[src/rtl/spmv_network_drain_if.sv]
// Signal bundle between the SpMV reduction-network lanes, the drain stage and
// the downstream result consumer.
interface spmv_network_drain_if #(
    parameter int PARALLELISM = 4,
    parameter int ID_WIDTH    = 16,
    parameter int VAL_WIDTH   = 32
);
    logic [PARALLELISM-1:0]           in_valid;
    logic [PARALLELISM-1:0]           in_ready;
    logic [PARALLELISM*ID_WIDTH-1:0]  in_id;
    logic [PARALLELISM*VAL_WIDTH-1:0] in_val;
    logic                             flush;
    logic                             out_valid;
    logic                             out_ready;
    logic [ID_WIDTH-1:0]              out_id;
    logic [VAL_WIDTH-1:0]             out_val;
    logic                             flush_done;
    logic                             busy;

    // master is the lane/consumer environment, slave is the drain itself
    modport master (
        output in_valid, in_id, in_val, flush, out_ready,
        input  in_ready, out_valid, out_id, out_val, flush_done, busy
    );

    modport slave (
        input  in_valid, in_id, in_val, flush, out_ready,
        output in_ready, out_valid, out_id, out_val, flush_done, busy
    );
endinterface

[src/rtl/spmv_network_drain.sv]
// Round-robin drain of the SpMV reduction-network lanes into a single-row
// accumulator that emits one completed (row id, sum) per row on a registered port.
module spmv_network_drain #(
    parameter int PARALLELISM = 4,
    parameter int ID_WIDTH    = 16,
    parameter int VAL_WIDTH   = 32
) (
    input logic                clk,
    input logic                rst,
    spmv_network_drain_if.slave bus
);
    localparam int PW = (PARALLELISM > 1) ? $clog2(PARALLELISM) : 1;

    typedef enum logic [1:0] {IDLE, ACCUM, FLUSH} state_t;

    state_t                 state;
    state_t                 state_next;
    logic [PW-1:0]          ptr;
    logic [PW-1:0]          ptr_next;

    logic                   acc_valid;
    logic [ID_WIDTH-1:0]    acc_id;
    logic [VAL_WIDTH-1:0]   acc_val;
    logic                   out_valid;
    logic [ID_WIDTH-1:0]    out_id;
    logic [VAL_WIDTH-1:0]   out_val;
    logic                   flush_done;

    logic [ID_WIDTH-1:0]    lane_id  [PARALLELISM];
    logic [VAL_WIDTH-1:0]   lane_val [PARALLELISM];

    logic                   cand_found;
    logic [PW-1:0]          cand_idx;
    logic [ID_WIDTH-1:0]    cand_id;
    logic [VAL_WIDTH-1:0]   cand_val;
    logic                   same_id;
    logic                   out_free;
    logic                   can_accept;
    logic                   grant;
    logic                   load_beat;
    logic                   load_flush;
    logic                   done_next;
    logic [PARALLELISM-1:0] in_ready;

    for (genvar i = 0; i < PARALLELISM; i++) begin : g_unpack
        assign lane_id[i]  = bus.in_id[i*ID_WIDTH +: ID_WIDTH];
        assign lane_val[i] = bus.in_val[i*VAL_WIDTH +: VAL_WIDTH];
    end

    function automatic logic [PW-1:0] lane_at(input logic [PW-1:0] base, input int offset);
        int l;
        l = int'(base) + offset;
        if (l >= PARALLELISM) begin
            l = l - PARALLELISM;
        end
        return PW'(l);
    endfunction

    // First valid lane at or after ptr, wrapping around the lane ring
    always_comb begin
        cand_found = 1'b0;
        cand_idx   = '0;
        for (int k = 0; k < PARALLELISM; k++) begin
            if (!cand_found && bus.in_valid[lane_at(ptr, k)]) begin
                cand_found = 1'b1;
                cand_idx   = lane_at(ptr, k);
            end
        end
    end

    assign cand_id    = lane_id[cand_idx];
    assign cand_val   = lane_val[cand_idx];
    assign same_id    = (cand_id == acc_id);
    assign out_free   = !out_valid || bus.out_ready;
    assign can_accept = !acc_valid || same_id || out_free;
    assign ptr_next   = (cand_idx == PW'(PARALLELISM - 1)) ? '0 : cand_idx + PW'(1);
    assign load_beat  = grant && acc_valid && !same_id;

    always_ff @(posedge clk) begin
        if (rst) begin
            state <= IDLE;
        end else begin
            state <= state_next;
        end
    end

    always_comb begin
        state_next = state;
        case (state)
            IDLE: begin
                if (grant) begin
                    state_next = bus.flush ? FLUSH : ACCUM;
                end
            end
            ACCUM: begin
                if (bus.flush) begin
                    state_next = FLUSH;
                end
            end
            FLUSH: begin
                if (done_next) begin
                    state_next = IDLE;
                end
            end
            default: state_next = IDLE;
        endcase
    end

    // Grants stop while draining, so the flushed row cannot be extended behind it
    always_comb begin
        grant      = 1'b0;
        load_flush = 1'b0;
        done_next  = 1'b0;
        case (state)
            IDLE: begin
                grant     = cand_found && can_accept && !rst;
                done_next = bus.flush && !grant;
            end
            ACCUM: begin
                grant = cand_found && can_accept && !rst;
            end
            FLUSH: begin
                load_flush = acc_valid && out_free;
                done_next  = !acc_valid || out_free;
            end
            default: ;
        endcase
    end

    always_comb begin
        in_ready = '0;
        if (grant) begin
            in_ready[cand_idx] = 1'b1;
        end
    end

    always_ff @(posedge clk) begin
        if (rst) begin
            ptr        <= '0;
            acc_valid  <= 1'b0;
            acc_id     <= '0;
            acc_val    <= '0;
            out_valid  <= 1'b0;
            out_id     <= '0;
            out_val    <= '0;
            flush_done <= 1'b0;
        end else begin
            flush_done <= done_next;
            if (grant) begin
                ptr <= ptr_next;
                if (!acc_valid || !same_id) begin
                    acc_valid <= 1'b1;
                    acc_id    <= cand_id;
                    acc_val   <= cand_val;
                end else begin
                    acc_val <= acc_val + cand_val;
                end
            end else if (load_flush) begin
                acc_valid <= 1'b0;
            end
            // A reload wins over a handshake so back-to-back rows keep out_valid high
            if (load_beat || load_flush) begin
                out_valid <= 1'b1;
                out_id    <= acc_id;
                out_val   <= acc_val;
            end else if (bus.out_ready) begin
                out_valid <= 1'b0;
            end
        end
    end

    assign bus.in_ready   = in_ready;
    assign bus.out_valid  = out_valid;
    assign bus.out_id     = out_id;
    assign bus.out_val    = out_val;
    assign bus.flush_done = flush_done;
    assign bus.busy       = (state != IDLE) || acc_valid || out_valid;
endmodule

[src/flat_wrapper.sv]
// flat-port wrapper written by rule: the top's interface ports become plain ports
module spmv_network_drain_flat 
#(
    parameter int PARALLELISM = 4,
    parameter int ID_WIDTH    = 16,
    parameter int VAL_WIDTH   = 32
)
  (clk, rst, bus_in_valid, bus_in_id, bus_in_val, bus_flush, bus_out_ready, bus_in_ready, bus_out_valid, bus_out_id, bus_out_val, bus_flush_done, bus_busy);
  spmv_network_drain_if #(.PARALLELISM(PARALLELISM), .ID_WIDTH(ID_WIDTH), .VAL_WIDTH(VAL_WIDTH)) bus_i ();
  input logic clk;
  input logic rst;
  input wire logic [$bits(bus_i.in_valid)-1:0] bus_in_valid;
  input wire logic [$bits(bus_i.in_id)-1:0] bus_in_id;
  input wire logic [$bits(bus_i.in_val)-1:0] bus_in_val;
  input wire logic [$bits(bus_i.flush)-1:0] bus_flush;
  input wire logic [$bits(bus_i.out_ready)-1:0] bus_out_ready;
  output wire logic [$bits(bus_i.in_ready)-1:0] bus_in_ready;
  output wire logic [$bits(bus_i.out_valid)-1:0] bus_out_valid;
  output wire logic [$bits(bus_i.out_id)-1:0] bus_out_id;
  output wire logic [$bits(bus_i.out_val)-1:0] bus_out_val;
  output wire logic [$bits(bus_i.flush_done)-1:0] bus_flush_done;
  output wire logic [$bits(bus_i.busy)-1:0] bus_busy;
  assign bus_i.in_valid = bus_in_valid;
  assign bus_i.in_id = bus_in_id;
  assign bus_i.in_val = bus_in_val;
  assign bus_i.flush = bus_flush;
  assign bus_i.out_ready = bus_out_ready;
  assign bus_in_ready = bus_i.in_ready;
  assign bus_out_valid = bus_i.out_valid;
  assign bus_out_id = bus_i.out_id;
  assign bus_out_val = bus_i.out_val;
  assign bus_flush_done = bus_i.flush_done;
  assign bus_busy = bus_i.busy;
  spmv_network_drain #(.PARALLELISM(PARALLELISM), .ID_WIDTH(ID_WIDTH), .VAL_WIDTH(VAL_WIDTH)) u_core (.clk(clk), .rst(rst), .bus(bus_i));
endmodule
[config.mk]
export PLATFORM = sky130hd
export DESIGN_NAME = spmv_network_drain_flat
export DESIGN_NICKNAME = d
export VERILOG_FILES = /design/src/rtl/spmv_network_drain_if.sv /design/src/rtl/spmv_network_drain.sv /design/src/flat_wrapper.sv
export SDC_FILE = /design/constraint.sdc
export NUM_CORES = 1
export LEC_CHECK = 0
export ABC_CLOCK_PERIOD_IN_PS = 6550
export BUFFER_PORTS_ARGS = -buffer_cell sky130_fd_sc_hd__buf_2
export CAP_MARGIN = 20
export CORE_AREA = 2 2 135 123
export CTS_CLUSTER_SIZE = 28
export DETAILED_ROUTE_END_ITERATION = 10
export DIE_AREA = 0 0 137 125
export GPL_TIMING_DRIVEN = 0
export PLACE_DENSITY = 0.81
export SYNTH_ARGS = -nofsm -noshare
export SYNTH_HDL_FRONTEND = slang
export SYNTH_SLANG_ARGS = --single-unit
[constraint.sdc]
create_clock -name clk -period 6.55 [get_ports clk]
set_input_delay 0.3275 -clock clk [delete_from_list [all_inputs] [get_ports clk]]
set_output_delay 0.3275 -clock clk [all_outputs]
set_load 0.005 [all_outputs]
Yosys cells after proc, flatten, opt, wreduce, memory -nomap -nowiden
Cells that the tools add are included.
{"block": "word_totals", "in_bits": 200, "elab_cells": 116, "reg_bits": 103}
{"block": "classes", "n_eq_ne": 8, "muxes": 44, "bitwise": 1, "n_addsub": 9, "magnitude_cmp": 11, "reduce_logical": 34}
{"op": "two-way mux 32 bit", "n": 3}
{"op": "binary-select mux 32 bit (select 2 bit)", "n": 1}
{"op": "adder 32 bit", "n": 1}
{"op": "binary-select mux 16 bit (select 2 bit)", "n": 1}
{"op": "two-way mux 16 bit", "n": 2}
{"op": "two-way mux 2 bit", "n": 13}
{"op": "equality test 16 bit", "n": 1}
{"op": "two-way mux 1 bit", "n": 16}
{"op": "< comparator 2 x 3 -> 1 bit (second input constant)", "n": 5}
{"op": "greater-or-equal comparator 3 bit (second input constant)", "n": 4}
{"op": "logical AND 1 bit", "n": 10}
{"op": "binary-select mux 1 bit (select 2 bit)", "n": 4}
{"op": "zero test 1 bit", "n": 8}
{"op": "logical OR 1 bit", "n": 8}
{"op": "subtractor 2 x 1 -> 2 bit (second input constant)", "n": 4}
{"op": "adder 2 x 2 -> 3 bit (second input constant)", "n": 2}
{"op": "case mux 2 bit (3 select lines)", "n": 1}
{"op": "nonzero test 2 bit", "n": 3}
{"op": "equality test 2 bit (second input constant)", "n": 2}
{"op": "two-way mux 4 bit", "n": 1}
{"op": "!= test 2 x 1 -> 1 bit (second input constant)", "n": 2}
{"op": "!= test 2 bit (second input constant)", "n": 2}
{"op": "AND reduction 2 bit", "n": 2}
{"op": "adder 2 x 1 -> 3 bit (second input constant)", "n": 1}
{"op": "other kinds (10)", "n": 10}

Depth between registers and ports, before layout
Gate-level depths: netlist of the first run.
{"block": "depth", "depth_word": 28, "depth_mapped": 23, "depth_no_buf": 20}

Worst setup path before layout of the first run
Ideal clock, no wire load.
{"block": "synth_timing", "path_type": "flip-flop to flip-flop", "from": "register u_core.ptr[1]", "to": "register u_core.acc_val[31]", "path_slack_ns": 1.799, "n_path_buf": 3, "path_stages_with_launch": 23, "arrival_ns": 4.622, "t_required_ns": 6.422, "synth_period_minus_slack_ns": 4.751, "cell_sequence": "dfxtp_1 nand2_1 a221oi_2 nor2_4 inv_2 buf_2 clkbuf_1 clkbuf_1 nand2_1 and3_1 a31oi_1 ha_1 a211oi_1 o21ai_0 a32o_1 nor2_1 o311ai_0 a31oi_1 o221ai_1 a21o_1 nor4b_1 o31ai_1 o21ai_0"}
{"block": "synth_via", "elab_chain_cells": 24}
{"item": "start, declared", "line": "spmv_network_drain.sv:18", "text": "logic [PW-1:0] ptr;"}
{"item": "start signal, assigned", "line": "spmv_network_drain.sv:150", "text": "ptr <= ptr_next;"}
{"item": "parallel branches: the longest is 24 deep, another holds adder 2 x 1 -> 3 bit"}
{"item": "end signal, assigned", "line": "spmv_network_drain.sv:154", "text": "acc_val <= cand_val;"}
{"item": "end signal, assigned", "line": "spmv_network_drain.sv:156", "text": "acc_val <= acc_val + cand_val;"}
{"item": "end, declared", "line": "spmv_network_drain.sv:23", "text": "logic [VAL_WIDTH-1:0] acc_val;"}
Several ways; the timed one is not identified. The select of a mux whose other input is x is not followed.
A chain may end at the register's enable or synchronous reset.

Worst setup path after layout of the first run
{"block": "layout_timing", "from": "register u_core.ptr[1]", "to": "register u_core.acc_val[30]"}
Same word-level chain as after synthesis.

==> flow_summary.json, run 1 <==
{
  "first_pass_iters": 5,
  "h-tree-depth": 3,
  "ys_ff_latch": 103,
  "cap_viol_max_count": 0,
  "fin_area_sq_um": 9570,
  "finalHoldViolCount": 0,
  "vias_per_cell": 5.78,
  "clock-sinks": 103,
  "synthArstFlopShare_pct": 0,
  "gp_congestion": 0.951,
  "syn_avg_cell_area_sq_um": 7.49,
  "final_cell_mix": "buf_2, nand2_1, nor2_1",
  "avgRoutedWirePerCell_um": 17.7,
  "layout_commonest_cell": "buf_2",
  "synth_ff_type": "dfxtp_1",
  "drcViolationCount": 0,
  "clock_latency_ns": 0.37,
  "grt_pass1_wl_um": 41200,
  "fin_setup_tns_ns": 0,
  "ir_drop_uv": 155,
  "path_clk_slew_ns": 0.08,
  "overflow": 0,
  "fin_worst_skew_ns": 0.0115,
  "grt_max_degree": 20,
  "port-buffer-count": 253,
  "synthCells": 1032,
  "relSlewSlack_pct": 44.2,
  "placed_area_sq_um": 9260,
  "fp.dieW_um": 137,
  "leakage_nw": 4.82,
  "cts-root-buf": "clkbuf_16",
  "grt_pass1_vias": 8217,
  "fin_nets": 1532,
  "drtAntennaViolNets": 0,
  "period_needed_ns": 6.06,
  "hold-worst-slack_ns": 0.158,
  "critical_path_required_ns": 6.83,
  "cts_tree": "yes",
  "core-area_sq_um": 15900,
  "track_usage_pct": 30.8,
  "arrival_ns": 6.35,
  "grt_setup_unrepaired": "false",
  "path_class": "reg -> reg",
  "startpoint_type": "register",
  "ios": 255,
  "ctsHoldBuffers": 0,
  "synth_enable_flop_cells": 0,
  "start_util_pct": 48.8,
  "netlist_area_sq_um": 7730,
  "fin_cells": 1508,
  "hpwl_um": 21100,
  "period_share_pct": 92.6,
  "antenna_found_initial": 0,
  "synth_warnings": 0,
  "fmax_mhz": 165,
  "finalSetupViolations": 0,
  "powerDensity_nw_per_um2": 249,
  "layout-drive-gt1-share_pct": 24.4,
  "placed_cells": 1492,
  "area_delta_synth_final_pct": 23.8,
  "drtIter0Drc": 534,
  "diodes": 0,
  "die_area_sq_um": 17100,
  "syn_nets": 1268,
  "fp.dieH_um": 125,
  "crit_path_max_fanout": 10,
  "slew_violations": 0,
  "ys_seq_area_share_pct": 26.7,
  "ys_types": 69,
  "outcome": "finished clean",
  "cts_buffer_depth": 2,
  "rows": 44,
  "wirelength_um": 26800,
  "end_kind": "register",
  "worst_slew_pin_slew_ns": 0.837,
  "cts_buffers": 9,
  "num_vias": 8723,
  "postCtsSetupBuffers": 0,
  "cts_resized": 0,
  "worst_hold_path_type": "in -> reg"
}
## Yosys cell counts, drive strengths merged, types with 8 or more instances
| master | number | area share, % |
|---|---|---|
| nand3 | 16 | 1.1 |
| a21oi | 52 | 3.4 |
| a21o | 12 | 1.2 |
| a21boi | 13 | 1.3 |
| o21a | 8 | 0.78 |
| xor2 | 16 | 1.8 |
| mux2i | 75 | 9.7 |
| clkbuf | 43 | 2.1 |
| nor3 | 10 | 0.71 |
| ha | 35 | 5.7 |
| and3 | 55 | 4.4 |
| nand2 | 165 | 8.0 |
| a31oi | 37 | 3.0 |
| o211ai | 15 | 1.5 |
| nor2 | 144 | 7.1 |
| buf | 27 | 2.4 |
| o21ai | 40 | 2.6 |
| inv | 16 | 0.78 |
| dfxtp | 103 | 27 |
| a211oi | 47 | 4.8 |
| xnor2 | 14 | 1.6 |
| or4 | 12 | 1.2 |
## kinds of logic (layout without fill, tap and decap cells)
kind of cell    Yosys count  count (layout)  share of synthesized area (%)
compound gates          258             258                           22.3
xor+xnor                 30              30                           3.40
fa+ha+maj                36              36                           5.92
buf+inv                  87             356                           5.27
flops                   103             103                           26.7
mux                      77              77                           10.0
simple gates            441             441                           26.4
## where the power goes
part,total [mW],internal [mW],switching [mW]
sequential,0.725,0.678,0.0474
combinational,1.08,0.441,0.643
clock,0.575,0.306,0.269
## worst max-delay path: stages, from the launching register on
cell	delay, ns
dfxtp_1	0.42
nand2_1	0.13
a221oi_2	0.37
nor2_4	0.17
inv_2	0.19
buf_2	0.32
clkbuf_1	0.36
clkbuf_1	0.62
nand2_1	0.11
and3_1	0.21
a31oi_1	0.22
ha_1	0.26
fa_1	0.28
a211oi_1	0.12
o21ai_0	0.24
a211oi_1	0.16
o31ai_1	0.41
a21oi_1	0.17
o21ai_0	0.42
a41oi_1	0.20
xor2_1	0.17
nor2_1	0.09
a21oi_1	0.06
a211oi_1	0.24
## registers in the layout (all words and copies together) (netlist names)
register               count
u_core.acc_val            32
u_core.bus.out_val        32
u_core.acc_id             16
u_core.bus.out_id         16
u_core.ptr                 2
u_core.state               2
u_core.acc_valid           1
u_core.bus.flush_done      1
u_core.bus.out_valid       1
## stage by stage
step	power, mW	util (%)	worst slack (ns)
3_5_place_dp	1.80	58.4	0.229
2_1_floorplan	1.49	-	1.80
4_1_cts	2.37	60.3	0.219
3_3_place_gp	1.78	58.4	0.251
6_report	2.38	60.4	0.486
5_1_grt	2.53	60.4	0.0603
## worst paths after layout
check | startpoint | to | slack (ns) | cells after the start
min reg2reg | u_core.bus.out_val[1] | u_core.bus.out_val[1] | 0.49 | 2
min | bus_flush | u_core.state[0] | 0.16 | 2
max | u_core.ptr[1] | u_core.acc_val[30] | 0.49 | 23
max reg2reg | u_core.ptr[1] | u_core.acc_val[30] | 0.49 | 23
## area by class of cell
| cell class | count | area, sq um |
|---|---|---|
| Tap cell | 207 | 259 |
| Buffer | 70 | 347 |
| Clock buffer | 9 | 225 |
| Inverter | 17 | 63.8 |
| Fill cell | 1478 | 6280 |
| Sequential cell | 103 | 2060 |
| Multi-Input combinational cell | 842 | 5260 |
| Timing Repair Buffer | 253 | 1270 |
| Clock inverter | 7 | 85.1 |
## metal layers
metal | wire [um] | vias up | part of all wire, % | GRT usage, %
li1 | - | 4235 | - | -
met1 | 11100 | 4021 | 42 | 37.3
met2 | 12300 | 406 | 46 | 51.2
met3 | 2360 | 61 | 8.8 | 7.14
met4 | 966 | 0 | 3.6 | 14.5
met5 | 0 | - | 0 | 0
(Power assumes the default switching activity.)
==> inputs of run 2 (changes only) <==
GPL_TIMING_DRIVEN = default   (was 0)
==> flow_summary.json, run 2 (synthesis results as in run 1) <==
{
  "layout_commonest_cell": "buf_2",
  "overflow": 0,
  "ctsHoldBuffers": 0,
  "fin_nets": 1474,
  "clockPowerShare_pct": 23.8,
  "first_pass_iters": 5,
  "fin_setup_tns_ns": 0,
  "slew_violations": 0,
  "p_int_mw": 1.41,
  "startpoint_type": "register",
  "path_class": "reg -> reg",
  "ir_drop_uv": 144,
  "leakage_nw": 4.71,
  "drcViolationCount": 0,
  "r2r_start": "u_core.ptr[1]",
  "period_share_pct": 78.4,
  "area_delta_synth_final_pct": 20.9,
  "swShare_pct": 38.3,
  "ios": 255,
  "avgRoutedWirePerCell_um": 15.8,
  "relSlewSlack_pct": 25.1,
  "clock_latency_ns": 0.36,
  "min_from": "bus_flush",
  "fin_area_sq_um": 9350,
  "cts-root-buf": "clkbuf_16",
  "cap_viol_max_count": 0,
  "postCtsSetupBuffers": 0,
  "fillers": 1474,
  "cts_resized": 0,
  "arrival_ns": 5.38,
  "holdPathEnd": "u_core.state[0]",
  "wirelength_um": 23000,
  "pre_cts_ws_ns": 1.45,
  "rows": 44,
  "fp.dieH_um": 125,
  "grt_pass1_vias": 7568,
  "drtAntennaViolNets": 0,
  "fin_worst_skew_ns": 0.00931,
  "final_cell_mix": "buf_2, nand2_1, nor2_1",
  "power.switching_mw": 0.878,
  "grt_max_degree": 73,
  "grt_setup_unrepaired": "false",
  "start_util_pct": 48.8,
  "seq_power_share_pct": 31.7,
  "fp.dieW_um": 137,
  "fin_cells": 1452,
  "final_core_util_pct": 59.0,
  "worst_slew_pin_slew_ns": 1.12,
  "layout-drive-gt1-share_pct": 24.3,
  "die_area_sq_um": 17100,
  "end_kind": "register",
  "period_needed_ns": 5.14,
  "h-tree-depth": 3,
  "finalSetupViolations": 0,
  "cts_tree": "yes",
  "outcome": "finished clean",
  "path_clk_slew_ns": 0.07,
  "worst_hold_path_type": "in -> reg",
  "finalHoldViolCount": 0,
  "powerDensity_nw_per_um2": 245,
  "vias_per_cell": 5.66,
  "track_usage_pct": 26.3,
  "port-buffer-count": 254,
  "holdPathStages": 2,
  "hpwl_um": 17100,
  "rrSetupSlack_ns": 1.41,
  "core-area_sq_um": 15900,
  "cts_buffer_depth": 2,
  "cts_buffers": 9,
  "crit_path_max_fanout": 37,
  "reg2reg_to": "u_core.acc_val[31]",
  "placed_cells": 1433,
  "p_comb_share_pct": 44.5,
  "fmax_mhz": 195,
  "num_vias": 8216,
  "antenna_found_initial": 2,
  "critical_path_required_ns": 6.79,
  "grt_pass1_wl_um": 36400,
  "clock-sinks": 103,
  "gp_congestion": 0.895,
  "worstRegToRegCells": 20,
  "fin_ws_ns": 1.41,
  "top_regs": "u_core.acc_val x32, u_core.bus.out_val x32",
  "placed_area_sq_um": 9040,
  "drtIter0Drc": 483
}
[run 2: cell count changes in the layout (fill, tap and decap cells not counted), moves of 2 or more]
cell	previous run	this run
buf_2	264	253
inv_6	4	0
diode_2	0	2
clkbuf_1	42	3
buf_1	3	0
buf_4	6	10
buf_6	6	0
clkbuf_2	2	0
[run 2: how the worst max path moves through the flow]
stage	depth (start not counted)	slack [ns]	endpoint	start
final	20	1.41	u_core.acc_val[31]	u_core.ptr[1]
after global routing	20	0.99	u_core.acc_val[31]	u_core.ptr[1]
after CTS	20	1.48	u_core.acc_val[31]	u_core.ptr[1]
after detailed placement	21	1.45	u_core.acc_val[31]	bus_in_valid[2]
after global placement	21	1.64	u_core.acc_val[31]	bus_in_valid[2]
after floorplan	22	1.80	u_core.acc_val[31]	u_core.ptr[1]
[run 2: metrics by stage]
step           hold WS (ns)  total power, mW
6_report              0.162             2.29
5_1_grt               0.164             2.45
4_1_cts               0.151             2.29
3_5_place_dp          0.477             1.74
3_3_place_gp          0.470             1.72
2_1_floorplan         0.405             1.49
[run 2: power by group through the flow]
stage	Combinational (mW)	Clock, mW	Sequential (mW)
global placement	0.983	0	0.737
floorplan	0.767	0	0.725
global route	1.14	0.578	0.732
finish	1.02	0.545	0.726
detailed placement	1.00	0	0.739
CTS	1.01	0.554	0.725
[run 2: final cells by class]
cell class / count / area, sq um / share of cell area, %
Tap cell: 207 / 259 / 2.77
Inverter: 17 / 63.8 / 0.682
Multi-Input combinational cell: 842 / 5290 / 56.6
Clock buffer: 13 / 250 / 2.68
Clock inverter: 3 / 42.5 / 0.455
Sequential cell: 103 / 2060 / 22.0
Antenna cell: 2 / 5.00 / 0.0535
Timing Repair Buffer: 265 / 1380 / 14.7
[run 2: worst max-delay path, stage by stage (launching register included)]
cell and delay (ns):
dfxtp_1 0.43, nand2_1 0.13, a221oi_2 0.37, nor2_4 0.07, inv_2 0.43, buf_4 0.45, nand2_1 0.11, and3_1 0.19
a31oi_1 0.27, ha_1 0.33, o21ai_0 0.12, o21ai_0 0.17, a32o_1 0.27, nor2_1 0.21, o311ai_0 0.20, a31oi_1 0.35
o221ai_1 0.18, a21o_1 0.23, nor4b_1 0.15, o31ai_1 0.23, o21ai_0 0.11
[run 2: layer usage]
layer	up-vias	share of wire [%]	global-route usage, %
met5	-	0	0
li1	4110	-	-
met2	331	48	44.8
met4	0	2.7	10.1
met3	40	8.7	5.92
met1	3735	41	31.9
==> inputs of run 3 (changes only) <==
ABC_CLOCK_PERIOD_IN_PS = 4500   (was 6550)
CORE_AREA = 2 2 139 127   (was 2 2 135 123)
DIE_AREA = 0 0 141 129   (was 0 0 137 125)
PLACE_DENSITY = 0.8   (was 0.81)
clock period = 4.5 ns   (was 6.55 ns; I/O delays follow)
==> flow_summary.json, run 3 (synthesis results as in run 1) <==
{
  "grt_pass1_vias": 7511,
  "port-buffer-count": 254,
  "fin_ws_ns": 0.136,
  "cts_buffer_depth": 2,
  "drtIter0Drc": 532,
  "cp_common_cell": "o21ai_0",
  "outcome": "finished clean",
  "fin_cells": 1469,
  "cp_slowest_stage_delay_ns": 0.39,
  "gp_congestion": 0.866,
  "drtAntennaViolNets": 0,
  "vias_per_cell": 5.65,
  "drcViolationCount": 0,
  "overflow": 0,
  "fp.dieW_um": 141,
  "slew_violations": 0,
  "core-area_sq_um": 16700,
  "layout-drive-gt1-share_pct": 27.3,
  "worst_hold_path_type": "in -> reg",
  "top_regs": "u_core.acc_val x32, u_core.bus.out_val x32",
  "ctsHoldBuffers": 0,
  "diodes": 0,
  "rows": 45,
  "fp.dieH_um": 129,
  "wirelength_um": 23300,
  "holdPathStages": 2,
  "fin_worst_skew_ns": 0.00918,
  "cts-root-buf": "clkbuf_16",
  "period_needed_ns": 4.36,
  "arrival_ns": 4.59,
  "num_vias": 8295,
  "area_delta_synth_final_pct": 25.7,
  "critical_path_required_ns": 4.72,
  "fmax_mhz": 229,
  "placed_area_sq_um": 9190,
  "antenna_found_initial": 1,
  "ios": 255,
  "period_share_pct": 97.0,
  "startpoint_type": "register",
  "path_class": "reg -> reg",
  "final_core_util_pct": 58.1,
  "path_clk_slew_ns": 0.07,
  "cap_viol_max_count": 0,
  "relSlewSlack_pct": 47.3,
  "crit_path_max_fanout": 11,
  "hpwl_um": 17200,
  "cts_tree": "yes",
  "fin_nets": 1489,
  "end_kind": "register",
  "avgRoutedWirePerCell_um": 15.9,
  "start_util_pct": 46.2,
  "final_cell_mix": "buf_2, nand2_1, nor2_1",
  "first_pass_iters": 5,
  "grt_max_degree": 105,
  "powerDensity_nw_per_um2": 358,
  "ir_drop_uv": 208,
  "pre_cts_ws_ns": 0.00217,
  "clock_latency_ns": 0.36,
  "h-tree-depth": 3,
  "finalHoldViolCount": 0,
  "clock-sinks": 103,
  "worstRegToRegCells": 20,
  "cts_buffers": 9,
  "grt_setup_unrepaired": "true",
  "placed_cells": 1450,
  "crit_slowest_cell": "dfxtp_1",
  "path_cells": "nor2b_1, o21ba_2, nor2_4, buf_4, buf_6, nand2_1, and3_1, a31oi_1, ha_1, o21ai_0, o21ai_1, a32o_1, nor2_2, o311ai_2, a31oi_2, o221ai_1, a21o_1, nor4b_1, o31ai_1, o21ai_0",
  "grt_pass1_wl_um": 35900,
  "fin_setup_tns_ns": 0,
  "finalSetupViolations": 0,
  "worst_slew_pin_slew_ns": 0.783,
  "track_usage_pct": 24.5,
  "fin_area_sq_um": 9720,
  "leakage_nw": 4.83,
  "layout_commonest_cell": "buf_2",
  "die_area_sq_um": 18200
}
==> run 3: cell types whose count changed in the layout (fill, tap and decap cells not counted), moves of 3 or more <==
cell	delta
a211oi_1	-3
o21ai_0	-4
a31oi_2	+9
a31oi_1	-9
buf_12	+3
buf_4	+8
ha_1	-4
a211oi_2	+3
o21ai_1	+4
==> run 3: critical path: cells and delay by family (launching register included) <==
family	cells	cell delay, ns
and+or+nand+nor	6	0.79
AOI/OAI and AO/OA	11	2.30
buffers and inverters	2	0.43
adders and majority gates	1	0.34
DFF	1	0.39
==> run 3: cell type report <==
cell class              instances  area, sq um
flip-flops and latches        103         2060
repair buffers                280         1570
fillers                      1537         7000
multi-input cells             842         5440
well taps                     211          264
clock buffers                  12          256
clock inverters                 4         53.8
inverters                      17         68.8
==> run 3: report_power, final <==
part,switching (mW),internal (mW)
Sequential,0.0713,0.987
Combinational,0.903,0.697
Clock,0.359,0.463
Total,1.33,2.15
==> run 3: worst paths after layout <==
path                               start                      to  slack (ns)
setup / recovery           u_core.ptr[0]      u_core.acc_val[31]        0.14
hold / removal                 bus_flush         u_core.state[0]        0.06
setup reg to reg           u_core.ptr[0]      u_core.acc_val[31]        0.14
hold reg to reg   u_core.bus.out_val[18]  u_core.bus.out_val[18]        0.49
==> run 3: what timing repair did <==
action / CTS / global route
hold endpoints to repair: 0 / 0
buffers inserted: 0 / 1
gates cloned: 0 / 1
pin swaps: 1 / 4
resized for setup: 1 / 38
endpoints found under the setup margin: 1 / 15
==> run 3: metal layers <==
metal  GRT usage, %  share of wire [%]  up-vias
met5              0              0.056        -
met4           6.82                1.9        2
met3           5.17                7.0       33
met2           43.4                 48      296
met1           30.2                 43     3815
li1               -                  -     4149
==> run 3: metrics by stage <==
| step | power (mW) | hold slack, ns |
|---|---|---|
| 2_1_floorplan | 2.18 | 0.302 |
| 3_3_place_gp | 2.54 | 0.426 |
| 3_5_place_dp | 2.57 | 0.429 |
| 4_1_cts | 3.40 | 0.0489 |
| 5_1_grt | 3.72 | 0.0594 |
| 6_report | 3.48 | 0.0619 |
